### config.mk
export PLATFORM = sky130hd
export DESIGN_NAME = pca_reg_ctrl_flat
export DESIGN_NICKNAME = d
export VERILOG_FILES = /design/src/rtl/pca_reg_ctrl_if.sv /design/src/rtl/pca_reg_ctrl.sv /design/src/flat_wrapper.sv
export SDC_FILE = /design/constraint.sdc
export NUM_CORES = 1
export LEC_CHECK = 0
export ABC_AREA = 1
export CAP_MARGIN = 20
export CORE_MARGIN = 5
export CORE_UTILIZATION = 50
export CTS_BUF_LIST = sky130_fd_sc_hd__clkbuf_4 sky130_fd_sc_hd__clkbuf_8
export DETAILED_ROUTE_END_ITERATION = 16
export PLACE_DENSITY = 0.82
export SYNTH_ARGS = -nofsm -noshare
export SYNTH_HDL_FRONTEND = slang
export SYNTH_SLANG_ARGS = --single-unit
### constraint.sdc
create_clock -name clk_i -period 3.55 [get_ports clk_i]
set_clock_uncertainty 0.2 [all_clocks]
set_input_delay 0.71 -clock clk_i [delete_from_list [all_inputs] [get_ports clk_i]]
set_output_delay 0.71 -clock clk_i [all_outputs]
set_load 0.1 [all_outputs]
### src/rtl/pca_reg_ctrl_if.sv
// PCA register controller bus bundle.
// i2c_target side and register bank side in one interface.
interface pca_reg_ctrl_if;
  logic       start_i;
  logic       rw_i;
  logic       stop_i;
  logic       wr_byte_valid_i;
  logic [7:0] wr_byte_i;
  logic       rd_req_i;
  logic [7:0] rd_byte_o;
  logic       rd_byte_valid_o;
  logic       ai_en_i;
  logic [7:0] reg_addr_o;
  logic [7:0] reg_wdata_o;
  logic       reg_we_o;
  logic       reg_re_o;
  logic [7:0] reg_rdata_i;
  logic       busy_o;

  modport slave (
    input  start_i, rw_i, stop_i,
    input  wr_byte_valid_i, wr_byte_i,
    input  rd_req_i, ai_en_i, reg_rdata_i,
    output rd_byte_o, rd_byte_valid_o,
    output reg_addr_o, reg_wdata_o,
    output reg_we_o, reg_re_o, busy_o
  );

  modport master (
    output start_i, rw_i, stop_i,
    output wr_byte_valid_i, wr_byte_i,
    output rd_req_i, ai_en_i, reg_rdata_i,
    input  rd_byte_o, rd_byte_valid_o,
    input  reg_addr_o, reg_wdata_o,
    input  reg_we_o, reg_re_o, busy_o
  );
endinterface

### src/rtl/pca_reg_ctrl.sv
// PCA register controller: I2C byte stream to
// register bank pointer/write/read sequencing.
module pca_reg_ctrl #(
  parameter int unsigned LAST_ADDR = 69
) (
  input  logic           clk_i,
  input  logic           rst_i,
  pca_reg_ctrl_if.slave  bus
);

  localparam logic [7:0] LAST = 8'(LAST_ADDR);

  typedef enum logic [2:0] {
    IDLE, PTR, WDATA, READ, RFETCH
  } state_t;

  state_t     state_q, state_d;
  logic [7:0] ptr_q, ptr_d;
  logic       phase_q, phase_d;
  logic [7:0] addr_q, addr_d;
  logic [7:0] wdata_q, wdata_d;
  logic       we_q, we_d;
  logic       re_q, re_d;
  logic [7:0] rbyte_q, rbyte_d;
  logic       rvld_q, rvld_d;

  function automatic logic addr_ok(
    input logic [7:0] a
  );
    return (a <= LAST) || (a >= 8'd250);
  endfunction

  function automatic logic [7:0] ptr_inc(
    input logic [7:0] a
  );
    if (a == LAST || a == 8'hFF)
      return 8'h00;
    return a + 8'd1;
  endfunction

  // state, pointer and registered outputs
  always_ff @(posedge clk_i) begin
    if (rst_i) begin
      state_q <= IDLE;
      ptr_q   <= 8'h00;
      phase_q <= 1'b0;
      addr_q  <= 8'h00;
      wdata_q <= 8'h00;
      we_q    <= 1'b0;
      re_q    <= 1'b0;
      rbyte_q <= 8'h00;
      rvld_q  <= 1'b0;
    end else begin
      state_q <= state_d;
      ptr_q   <= ptr_d;
      phase_q <= phase_d;
      addr_q  <= addr_d;
      wdata_q <= wdata_d;
      we_q    <= we_d;
      re_q    <= re_d;
      rbyte_q <= rbyte_d;
      rvld_q  <= rvld_d;
    end
  end

  // next state; START beats STOP, both beat FSM work
  always_comb begin
    state_d = state_q;
    ptr_d   = ptr_q;
    phase_d = 1'b0;
    addr_d  = addr_q;
    wdata_d = wdata_q;
    we_d    = 1'b0;
    re_d    = 1'b0;
    rbyte_d = rbyte_q;
    rvld_d  = 1'b0;
    if (bus.start_i) begin
      state_d = bus.rw_i ? READ : PTR;
    end else if (bus.stop_i) begin
      state_d = IDLE;
    end else begin
      unique case (state_q)
        IDLE: ;
        PTR: begin
          if (bus.wr_byte_valid_i) begin
            ptr_d   = bus.wr_byte_i;
            state_d = WDATA;
          end
        end
        WDATA: begin
          if (bus.wr_byte_valid_i) begin
            addr_d  = ptr_q;
            wdata_d = bus.wr_byte_i;
            we_d    = addr_ok(ptr_q);
            if (bus.ai_en_i)
              ptr_d = ptr_inc(ptr_q);
          end
        end
        READ: begin
          if (bus.rd_req_i) begin
            addr_d  = ptr_q;
            re_d    = 1'b1;
            state_d = RFETCH;
          end
        end
        RFETCH: begin
          // phase 0: strobe out; phase 1: data in
          if (!phase_q) begin
            phase_d = 1'b1;
          end else begin
            rbyte_d = addr_ok(ptr_q) ?
                      bus.reg_rdata_i : 8'h00;
            rvld_d  = 1'b1;
            state_d = READ;
            if (bus.ai_en_i)
              ptr_d = ptr_inc(ptr_q);
          end
        end
        default: state_d = IDLE;
      endcase
    end
  end

  assign bus.reg_addr_o      = addr_q;
  assign bus.reg_wdata_o     = wdata_q;
  assign bus.reg_we_o        = we_q;
  assign bus.reg_re_o        = re_q;
  assign bus.rd_byte_o       = rbyte_q;
  assign bus.rd_byte_valid_o = rvld_q;
  assign bus.busy_o          = (state_q != IDLE);

endmodule
### src/flat_wrapper.sv
// flat-port wrapper written by rule: the top's interface ports become plain ports
module pca_reg_ctrl_flat 
#(
  parameter int unsigned LAST_ADDR = 69
)
  (clk_i, rst_i, bus_start_i, bus_rw_i, bus_stop_i, bus_wr_byte_valid_i, bus_wr_byte_i, bus_rd_req_i, bus_ai_en_i, bus_reg_rdata_i, bus_rd_byte_o, bus_rd_byte_valid_o, bus_reg_addr_o, bus_reg_wdata_o, bus_reg_we_o, bus_reg_re_o, bus_busy_o);
  pca_reg_ctrl_if bus_i ();
  input  logic clk_i;
  input  logic rst_i;
  input wire logic [$bits(bus_i.start_i)-1:0] bus_start_i;
  input wire logic [$bits(bus_i.rw_i)-1:0] bus_rw_i;
  input wire logic [$bits(bus_i.stop_i)-1:0] bus_stop_i;
  input wire logic [$bits(bus_i.wr_byte_valid_i)-1:0] bus_wr_byte_valid_i;
  input wire logic [$bits(bus_i.wr_byte_i)-1:0] bus_wr_byte_i;
  input wire logic [$bits(bus_i.rd_req_i)-1:0] bus_rd_req_i;
  input wire logic [$bits(bus_i.ai_en_i)-1:0] bus_ai_en_i;
  input wire logic [$bits(bus_i.reg_rdata_i)-1:0] bus_reg_rdata_i;
  output wire logic [$bits(bus_i.rd_byte_o)-1:0] bus_rd_byte_o;
  output wire logic [$bits(bus_i.rd_byte_valid_o)-1:0] bus_rd_byte_valid_o;
  output wire logic [$bits(bus_i.reg_addr_o)-1:0] bus_reg_addr_o;
  output wire logic [$bits(bus_i.reg_wdata_o)-1:0] bus_reg_wdata_o;
  output wire logic [$bits(bus_i.reg_we_o)-1:0] bus_reg_we_o;
  output wire logic [$bits(bus_i.reg_re_o)-1:0] bus_reg_re_o;
  output wire logic [$bits(bus_i.busy_o)-1:0] bus_busy_o;
  assign bus_i.start_i = bus_start_i;
  assign bus_i.rw_i = bus_rw_i;
  assign bus_i.stop_i = bus_stop_i;
  assign bus_i.wr_byte_valid_i = bus_wr_byte_valid_i;
  assign bus_i.wr_byte_i = bus_wr_byte_i;
  assign bus_i.rd_req_i = bus_rd_req_i;
  assign bus_i.ai_en_i = bus_ai_en_i;
  assign bus_i.reg_rdata_i = bus_reg_rdata_i;
  assign bus_rd_byte_o = bus_i.rd_byte_o;
  assign bus_rd_byte_valid_o = bus_i.rd_byte_valid_o;
  assign bus_reg_addr_o = bus_i.reg_addr_o;
  assign bus_reg_wdata_o = bus_i.reg_wdata_o;
  assign bus_reg_we_o = bus_i.reg_we_o;
  assign bus_reg_re_o = bus_i.reg_re_o;
  assign bus_busy_o = bus_i.busy_o;
  pca_reg_ctrl #(.LAST_ADDR(LAST_ADDR)) u_core (.clk_i(clk_i), .rst_i(rst_i), .bus(bus_i));
endmodule
==> qor.yml, run 1 <==
synthSimpleGateAreaFrac: 0.3883
die-width_um: 73.16
ff2ff_path_depth: 7
initial_core_util: 0.5059
cts_root_buf: "clkbuf_8"
wl_um: 4613
die_y_um: 73.16
vias_per_cell: 4.906
setup_slack_ns: 1.286
fillers: 355
ys_warn_count: 0
outcome: "finished clean"
max_freq_ghz: 0.4417
finalHoldViolCount: 0
netlist_instances: 304
highest_layer: "met4"
cts.sinks: 39
synth-main-ff-cell: "dfxtp_1"
clk_latency_ns: 0.29
dr_wl_met2_um: 2253
crit_arrival_ns: 2.28
ant_nets: 0
r2r-end: "u_core.bus.reg_we_o"
critPathKind: "primary input to flip-flop"
drc_errors: 0
synth_top_family_by_area: "simple AND/OR/NAND/NOR gates"
ys_seq_area_frac: 0.3915
rsz0062_at_grt: "no"
drive_gt1_frac: 0.1404
dr.first_iter.drc_count: 126
grt_pass1_vias: 1854
hold_end: "u_core.bus.reg_addr_o[6]"
vdd_drop_max_mv: 0.2185
synth_seq_cells: 39
rrSetupSlack_ns: 1.66
endpoint_kind: "flip-flop"
area_growth_pct: 29.05
via_count: 1992
async_flop_share: 0
synthXorXnorAreaFrac: 0.004391
hold_depth: 2
crit_required_ns: 3.57
synth_compound_area_frac: 0.1098
cts_htree_levels: 2
route.met3.wl_um: 221
dp_hpwl_um: 3504
first_pass_iters: 4
cts_tree: "yes"
power.leakage_nw: 1.260
ctsHoldBuffers: 0
clock_path_buffers: 2
fin_tns_setup_ns: 0
pre_cts_slack_ns: 0.9859
die-area_um2: 5352
rows: 23
final_cells: 406
globalplace.congestion: 0.9108
grt_overflow: 0
power_density_nw_per_um2: 395.5
cts_buffers: 5
synth_fp_nets: 332
period_share: 0.6377
synth_edf_count: 0
postCtsSetupRepairBufs: 0
worstHoldStart: "u_core.bus.reg_addr_o[6]"
path_clk_slew_ns: 0.08
wirelength_met1_um: 2068
synthAdderAreaFrac: 0.02509
antenna_found_initial: 0
cts-resized-gates: 0
core_area_um2: 3943
crit_path_max_fanout: 16
nets: 383
slew_violations: 0
grt_pass1_wl_um: 7852
antenna_cells: 0
synth.area.mux_share: 0
grt_max_degree: 36
wire_per_inst_um: 11.36
min_period_ns: 2.264
worst_pin_slew_ns: 0.9095
place.port_buffers: 51
min_path_type: "flip-flop to flip-flop"
startpoint_type: "primary input"
grt.total_usage: 0.1848
maxCapViolations: 0
syn-cell-area_um2: 1994
setup_viol: 0
rr_startpoint: "u_core.ptr_q[0]"
io_pins: 52
slew_headroom: 0.3930
placed_cells: 398
synth.distinct_cells: 24
avgSynthCellArea_um2: 6.561
synthesized netlist by cell type (2+ instances only):
library cell / instances / area [um2]
inv_2: 4 / 15.01
a21oi_1: 12 / 60.06
clkbuf_1: 2 / 7.510
inv_1: 26 / 97.59
nand3_1: 22 / 110.1
dfxtp_1: 39 / 780.8
o21ai_1: 2 / 10.01
nand4_1: 3 / 18.77
nor2_4: 4 / 45.04
nand2_1: 71 / 266.5
nand3_2: 2 / 20.02
o21ai_0: 28 / 140.1
nor2_1: 70 / 262.8
ha_1: 4 / 50.05
buf_4: 2 / 15.01
nand2_2: 2 / 12.51
buf_2: 3 / 15.01
nor3_1: 2 / 10.01
per-layer routing:
| metal | global-route usage | up-vias |
|---|---|---|
| met4 | 0.06352 | 0 |
| met5 | 0 | - |
| met1 | 0.2236 | 877 |
| met2 | 0.3247 | 40 |
| li1 | - | 1067 |
| met3 | 0.03444 | 8 |
flip-flops by register name (all words and copies together), names as in the netlist:
register / flops
u_core.bus.rd_byte_o: 8
u_core.bus.rd_byte_valid_o: 1
u_core.bus.reg_addr_o: 8
u_core.bus.reg_re_o: 1
u_core.bus.reg_wdata_o: 8
u_core.bus.reg_we_o: 1
u_core.phase_q: 1
u_core.ptr_q: 8
u_core.state_q: 3
stage by stage:
step / hold slack (ns) / total power, mW / instance area [um2] / util
finish: 0.2864 / 1.018 / 2574 / 0.6528
global route: 0.3200 / 1.062 / 2574 / 0.6528
CTS: 0.2919 / 1.027 / 2574 / 0.6528
detailed placement: 0.2742 / 0.6499 / 2456 / 0.6230
global placement: 0.2671 / 0.6477 / 2456 / 0.6230
floorplan: 0.2982 / 0.5957 / 1994 / -
area by class of cell:
| cell class | count | area, um2 | area share |
|---|---|---|---|
| multi-input combinational | 227 | 1052 | 0.4088 |
| sequential | 39 | 780.7 | 0.3034 |
| timing repair buffer | 52 | 447.9 | 0.1740 |
| inverter | 30 | 112.6 | 0.04375 |
| clock buffer | 6 | 82.58 | 0.03209 |
| tap | 50 | 62.56 | 0.02431 |
| clock inverter | 2 | 35.03 | 0.01361 |
how the worst max path moves through the flow:
stage	startpoint	slack, ns	to	depth (start not counted)
floorplan	u_core.state_q[1]	1.46	bus_busy_o	3
global placement	bus_stop_i	1.07	u_core.bus.rd_byte_o[1]	6
detailed placement	bus_stop_i	0.99	u_core.bus.rd_byte_o[3]	6
CTS	bus_stop_i	1.28	u_core.bus.rd_byte_o[4]	6
global route	bus_start_i	1.09	u_core.bus.rd_byte_o[4]	6
finish	bus_stop_i	1.29	u_core.bus.rd_byte_o[4]	6
cells in the final DEF, fill, tap and decap left out, types with 6 or more instances in the layout:
cell             Yosys  layout
dfxtp_1             39      39
inv_1               26      26
clkdlybuf4s50_1      0      23
nor2_1              70      70
nand2_1             71      71
clkbuf_8             0       6
nand3_1             22      22
a21oi_1             12      12
buf_4                2      29
o21ai_0             28      28
report_power, final:
| part | total, mW | switching, mW | leakage (nW) | internal [mW] |
|---|---|---|---|---|
| combinational | 0.176 | 0.116 | 0.883 | 0.0601 |
| clock | 0.378 | 0.151 | 0.0612 | 0.227 |
| sequential | 0.464 | 0.0145 | 0.316 | 0.449 |
critical path: stages:
cell and delay [ns]:
clkdlybuf4s50_1 0.49, nor2_4 0.23, inv_2 0.09, nor3_4 0.44, o21ai_0 0.16, a21oi_1 0.17
cell families after synthesis:
logic type	Yosys count
adder cells (fa/ha/maj)	4
AO/OA/AOI/OAI	43
XOR/XNOR	1
AND/OR/NAND/NOR	179
flip-flops	39
buffers and inverters	38
Power figures use the tool's default switching activity.
==> run 2, diff against run 1 <==
==> constraint.sdc (replaced) <==
create_clock -name clk_i -period 2.3 [get_ports clk_i]
set_clock_uncertainty 0.2 [all_clocks]
set_input_delay 0.46 -clock clk_i [delete_from_list [all_inputs] [get_ports clk_i]]
set_output_delay 0.46 -clock clk_i [all_outputs]
set_load 0.1 [all_outputs]
==> run 2 against run 1 <==
  * Non-clock buffer count grew 4
  * Sequential power rose by 54%
  * Utilization is 0.63 points higher
  * Worst setup slack got worse by 0.91 ns
  * Final cell count is 0.74% higher
  * Worst hold slack got worse by 0.0022 ns
  * Combinational power grew 63%
  * Critical path type unchanged
  * Critical endpoint is now u_core.bus.reg_wdata_o[2]
  * Highest routed layer unchanged
==> qor.yml, run 2 (same netlist as run 1, synthesis figures left out) <==
outcome: "finished clean"
rows: 23
rsz0062_at_grt: "no"
grt_max_degree: 27
drc_errors: 0
crit_path_max_fanout: 7
slew_headroom: 0.7422
maxCapViolations: 0
fin_tns_setup_ns: 0
power_density_nw_per_um2: 562.7
rr_startpoint: "u_core.ptr_q[0]"
area_growth_pct: 30.30
fin_hold_ws_ns: 0.2842
dp_hpwl_um: 3709
path_clk_slew_ns: 0.07
postCtsSetupRepairBufs: 0
grt_pass1_wl_um: 8086
endpoint_kind: "flip-flop"
cts_htree_levels: 2
critPathMaxStageDelay_ns: 0.49
worst_pin_slew_ns: 0.3861
placed_area_um2: 2511
grt_pass1_vias: 1909
first_pass_iters: 4
cts-resized-gates: 0
grt_overflow: 0
antenna_cells: 0
nets: 387
power.leakage_nw: 1.275
path_delay_family: "buffers and inverters"
cpMaxStageDelayCell: "clkdlybuf4s50_1"
cts_tree: "yes"
cts.sinks: 39
cts_buffers: 5
clk_latency_ns: 0.29
placed_cells: 402
worstHoldStart: "u_core.bus.reg_addr_o[0]"
dr.first_iter.drc_count: 118
wire_per_inst_um: 11.62
fillers: 365
crit_path_frequent_cell: "nor2_1"
antenna_found_initial: 0
vdd_drop_max_mv: 0.3785
slew_violations: 0
globalplace.congestion: 0.9045
max_freq_ghz: 0.5193
cp_num_buf_inv: 3
die-area_um2: 5352
die_y_um: 73.16
finalHoldViolCount: 0
final_common_cell: "nand2_1"
drive_gt1_frac: 0.1476
io_pins: 52
power_mw: 1.462
period_share: 0.8372
setup_viol: 0
core_area_um2: 3943
crit_chain: "clkdlybuf4s50_1, nor2_4, inv_2, nor3_1, inv_1, nor2_1, nor2_1"
final_area_um2: 2599
crit_arrival_ns: 1.91
vias_per_cell: 4.976
min_period_ns: 1.926
ant_nets: 0
crit_required_ns: 2.28
die-width_um: 73.16
setup.worst_path.start: "bus_stop_i"
ctsHoldBuffers: 0
via_count: 2035
startpoint_type: "primary input"
grt.total_usage: 0.1919
min_path_type: "flip-flop to flip-flop"
most-common-layout-cells: "nand2_1, nor2_1, dfxtp_1"
initial_core_util: 0.5059
clock_path_buffers: 2
critPathKind: "primary input to flip-flop"
cts_root_buf: "clkbuf_8"
final_cells: 409
wl_um: 4754
place.port_buffers: 51
## run 2: cell types whose count changed in the layout (fill, tap and decap cells not counted), sizes merged
cell	delta
bufinv	-1
buf	+4
## run 2: stage by stage
stage               worst slack [ns]    util
global placement              0.1037  0.6369
floorplan                     0.4574       -
detailed placement           0.04738  0.6369
finish                        0.3744  0.6592
CTS                           0.3588  0.6592
global route                  0.2598  0.6592
## run 2: final cells by class
type                       count  area, um2  area share
tap                           50      62.56     0.02407
timing repair buffer          56      503.0      0.1935
clock inverter                 1      5.005    0.001926
sequential                    39      780.7      0.3004
inverter                      30      112.6     0.04333
multi-input combinational    227       1052      0.4049
clock buffer                   6      82.58     0.03178
## run 2: power breakdown
part	leakage [nW]	total (mW)	internal [mW]	switching, mW
logic	0.913	0.286	0.103	0.184
registers	0.316	0.716	0.693	0.0225
clock network	0.0470	0.460	0.235	0.225
total	1.28	1.46	1.03	0.431
## run 2: worst paths after layout
path	end	slack (ns)	cells after the start
worst min-delay path	u_core.bus.reg_addr_o[0]	0.28	2
worst max register to register	u_core.bus.reg_we_o	0.43	7
worst max-delay path	u_core.bus.reg_wdata_o[2]	0.37	7
worst min register to register	u_core.bus.reg_addr_o[0]	0.28	2
## run 2: worst reg2reg max path, stage by stage, from the launching register on
cell and delay, ns:
dfxtp_1 0.41, inv_1 0.11, ha_1 0.20, o21ai_0 0.16, nand2_1 0.07, nand2_1 0.06, nand3_1 0.28, and3_1 0.27
## run 2: metal layers
layer	global-route usage	vias up	routed length, um
li1	-	1067	-
met3	0.05372	12	256
met4	0.07172	0	108
met2	0.3277	52	2346
met1	0.2268	904	2042
met5	0	-	0
==> run 3, diff against run 2 <==
==> constraint.sdc (replaced) <==
create_clock -name clk_i -period 1.95 [get_ports clk_i]
set_clock_uncertainty 0.2 [all_clocks]
set_input_delay 0.39 -clock clk_i [delete_from_list [all_inputs] [get_ports clk_i]]
set_output_delay 0.39 -clock clk_i [all_outputs]
set_load 0.1 [all_outputs]
==> run 3 against run 2 <==
  * Final area grew 16%
  * First-iteration DRC count is 51% higher
  * Combinational power grew 31%
  * Critical path type is now flip-flop to output pin
  * Worst setup slack lost 0.22 ns
==> qor.yml, run 3 (same netlist as run 1, synthesis figures left out) <==
outcome: "finished clean"
grt.total_usage: 0.2139
core_area_um2: 3943
power_density_nw_per_um2: 629.4
worst_pin_slew_ns: 0.3121
fillers: 267
grt-busiest-layer: "met2"
fin_tns_setup_ns: 0
via_count: 2104
first_pass_iters: 4
rr_startpoint: "u_core.ptr_q[0]"
setup_viol: 0
most-common-layout-cells: "nand2_1, nor2_1, dfxtp_1"
endpoint_kind: "output pin"
final_common_cell: "nand2_1"
path_clk_slew_ns: 0.08
die_y_um: 73.16
max_freq_ghz: 0.5573
nets: 391
hold_depth: 2
clock_path_buffers: 2
ant_nets: 0
postCtsSetupRepairBufs: 0
cts_tree: "yes"
final_cells: 414
slew_headroom: 0.7917
grt_overflow: 0
min_period_ns: 1.794
grtUsageMet3: 0.05234
globalplace.congestion: 0.8930
dp_hpwl_um: 3968
slew_violations: 0
io_pins: 52
die-width_um: 73.16
startpoint_type: "flip-flop"
hold_end: "u_core.bus.reg_addr_o[4]"
drive_gt1_frac: 0.1703
grt_pass1_vias: 2051
clk_latency_ns: 0.30
grt_pass1_wl_um: 8956
rsz0062_at_grt: "no"
cts_root_buf: "clkbuf_8"
crit_arrival_ns: 1.20
cts-resized-gates: 0
pre_cts_slack_ns: -0.1438
fin_hold_ws_ns: 0.3254
antenna_cells: 0
cts.sinks: 39
dr.first_iter.drc_count: 178
finalHoldViolCount: 0
place.port_buffers: 51
min_path_type: "flip-flop to flip-flop"
fin_util: 0.7674
initial_core_util: 0.5059
placed_cells: 406
vdd_drop_max_mv: 0.4634
grt_util_met1: 0.2447
rows: 23
cts_buffers: 5
worstHoldStart: "u_core.bus.reg_addr_o[4]"
antenna_found_initial: 0
wire_per_inst_um: 12.69
met2_usage: 0.3694
power.leakage_nw: 1.390
die-area_um2: 5352
drc_errors: 0
area_growth_pct: 51.69
cts_htree_levels: 2
critPathKind: "flip-flop to output pin"
crit_path_max_fanout: 6
vias_per_cell: 5.082
grt_max_degree: 36
setup_slack_ns: 0.1557
crit_required_ns: 1.36
maxCapViolations: 0
rrSetupSlack_ns: 0.23
r2r-end: "u_core.ptr_q[7]"
ctsHoldBuffers: 0
ff2ff_path_depth: 9
wl_um: 5255
period_share: 0.9202
## run 3: cell types whose count changed in the layout (fill, tap and decap cells not counted), moves of 3 or more
cell / previous run / this run
buf_4: 31 / 6
buf_12: 2 / 31
dfxtp_2: 0 / 3
dfxtp_1: 39 / 36
## run 3: worst max-delay path by stage
| stage | from | endpoint | cells after the start |
|---|---|---|---|
| CTS | u_core.ptr_q[1] | u_core.bus.reg_we_o | 7 |
| global route | bus_stop_i | u_core.bus.reg_wdata_o[7] | 7 |
| global placement | bus_stop_i | u_core.bus.reg_wdata_o[3] | 7 |
| detailed placement | bus_stop_i | u_core.bus.reg_wdata_o[6] | 7 |
| floorplan | u_core.state_q[1] | bus_busy_o | 3 |
| finish | u_core.state_q[2] | bus_busy_o | 3 |
## run 3: area by class of cell
| class | instances | area (um2) | share of cell area |
|---|---|---|---|
| Multi-Input combinational cell | 227 | 1057 | 0.3495 |
| Timing Repair Buffer | 60 | 895.9 | 0.2961 |
| Sequential cell | 39 | 784.5 | 0.2593 |
| Inverter | 30 | 112.6 | 0.03722 |
| Clock buffer | 5 | 68.82 | 0.02275 |
| Tap cell | 50 | 62.56 | 0.02068 |
| Clock inverter | 3 | 43.79 | 0.01447 |
## run 3: critical path: stages, from the launching register on
cell and delay, ns:
dfxtp_1 0.51, nor2_4 0.10, nand2_1 0.12, buf_12 0.18
## run 3: report_power, final
group          switching [mW]  leakage (nW)  total (mW)  internal (mW)
clock network           0.298        0.0581       0.679          0.381
logic                   0.224          1.02       0.376          0.153
registers              0.0306         0.317       0.849          0.818
total                   0.552          1.39        1.90           1.35
## run 3: metrics by stage
step | total power, mW | area [um2]
6_report | 1.904 | 3025
5_1_grt | 1.986 | 3025
4_1_cts | 1.912 | 3017
3_5_place_dp | 1.240 | 2904
3_3_place_gp | 1.231 | 2904
2_1_floorplan | 1.084 | 1994
## run 3: layer usage
layer,vias up,routed length [um]
met5,-,0
met4,0,116
met3,10,260
met2,52,2773
met1,961,2104
li1,1081,-
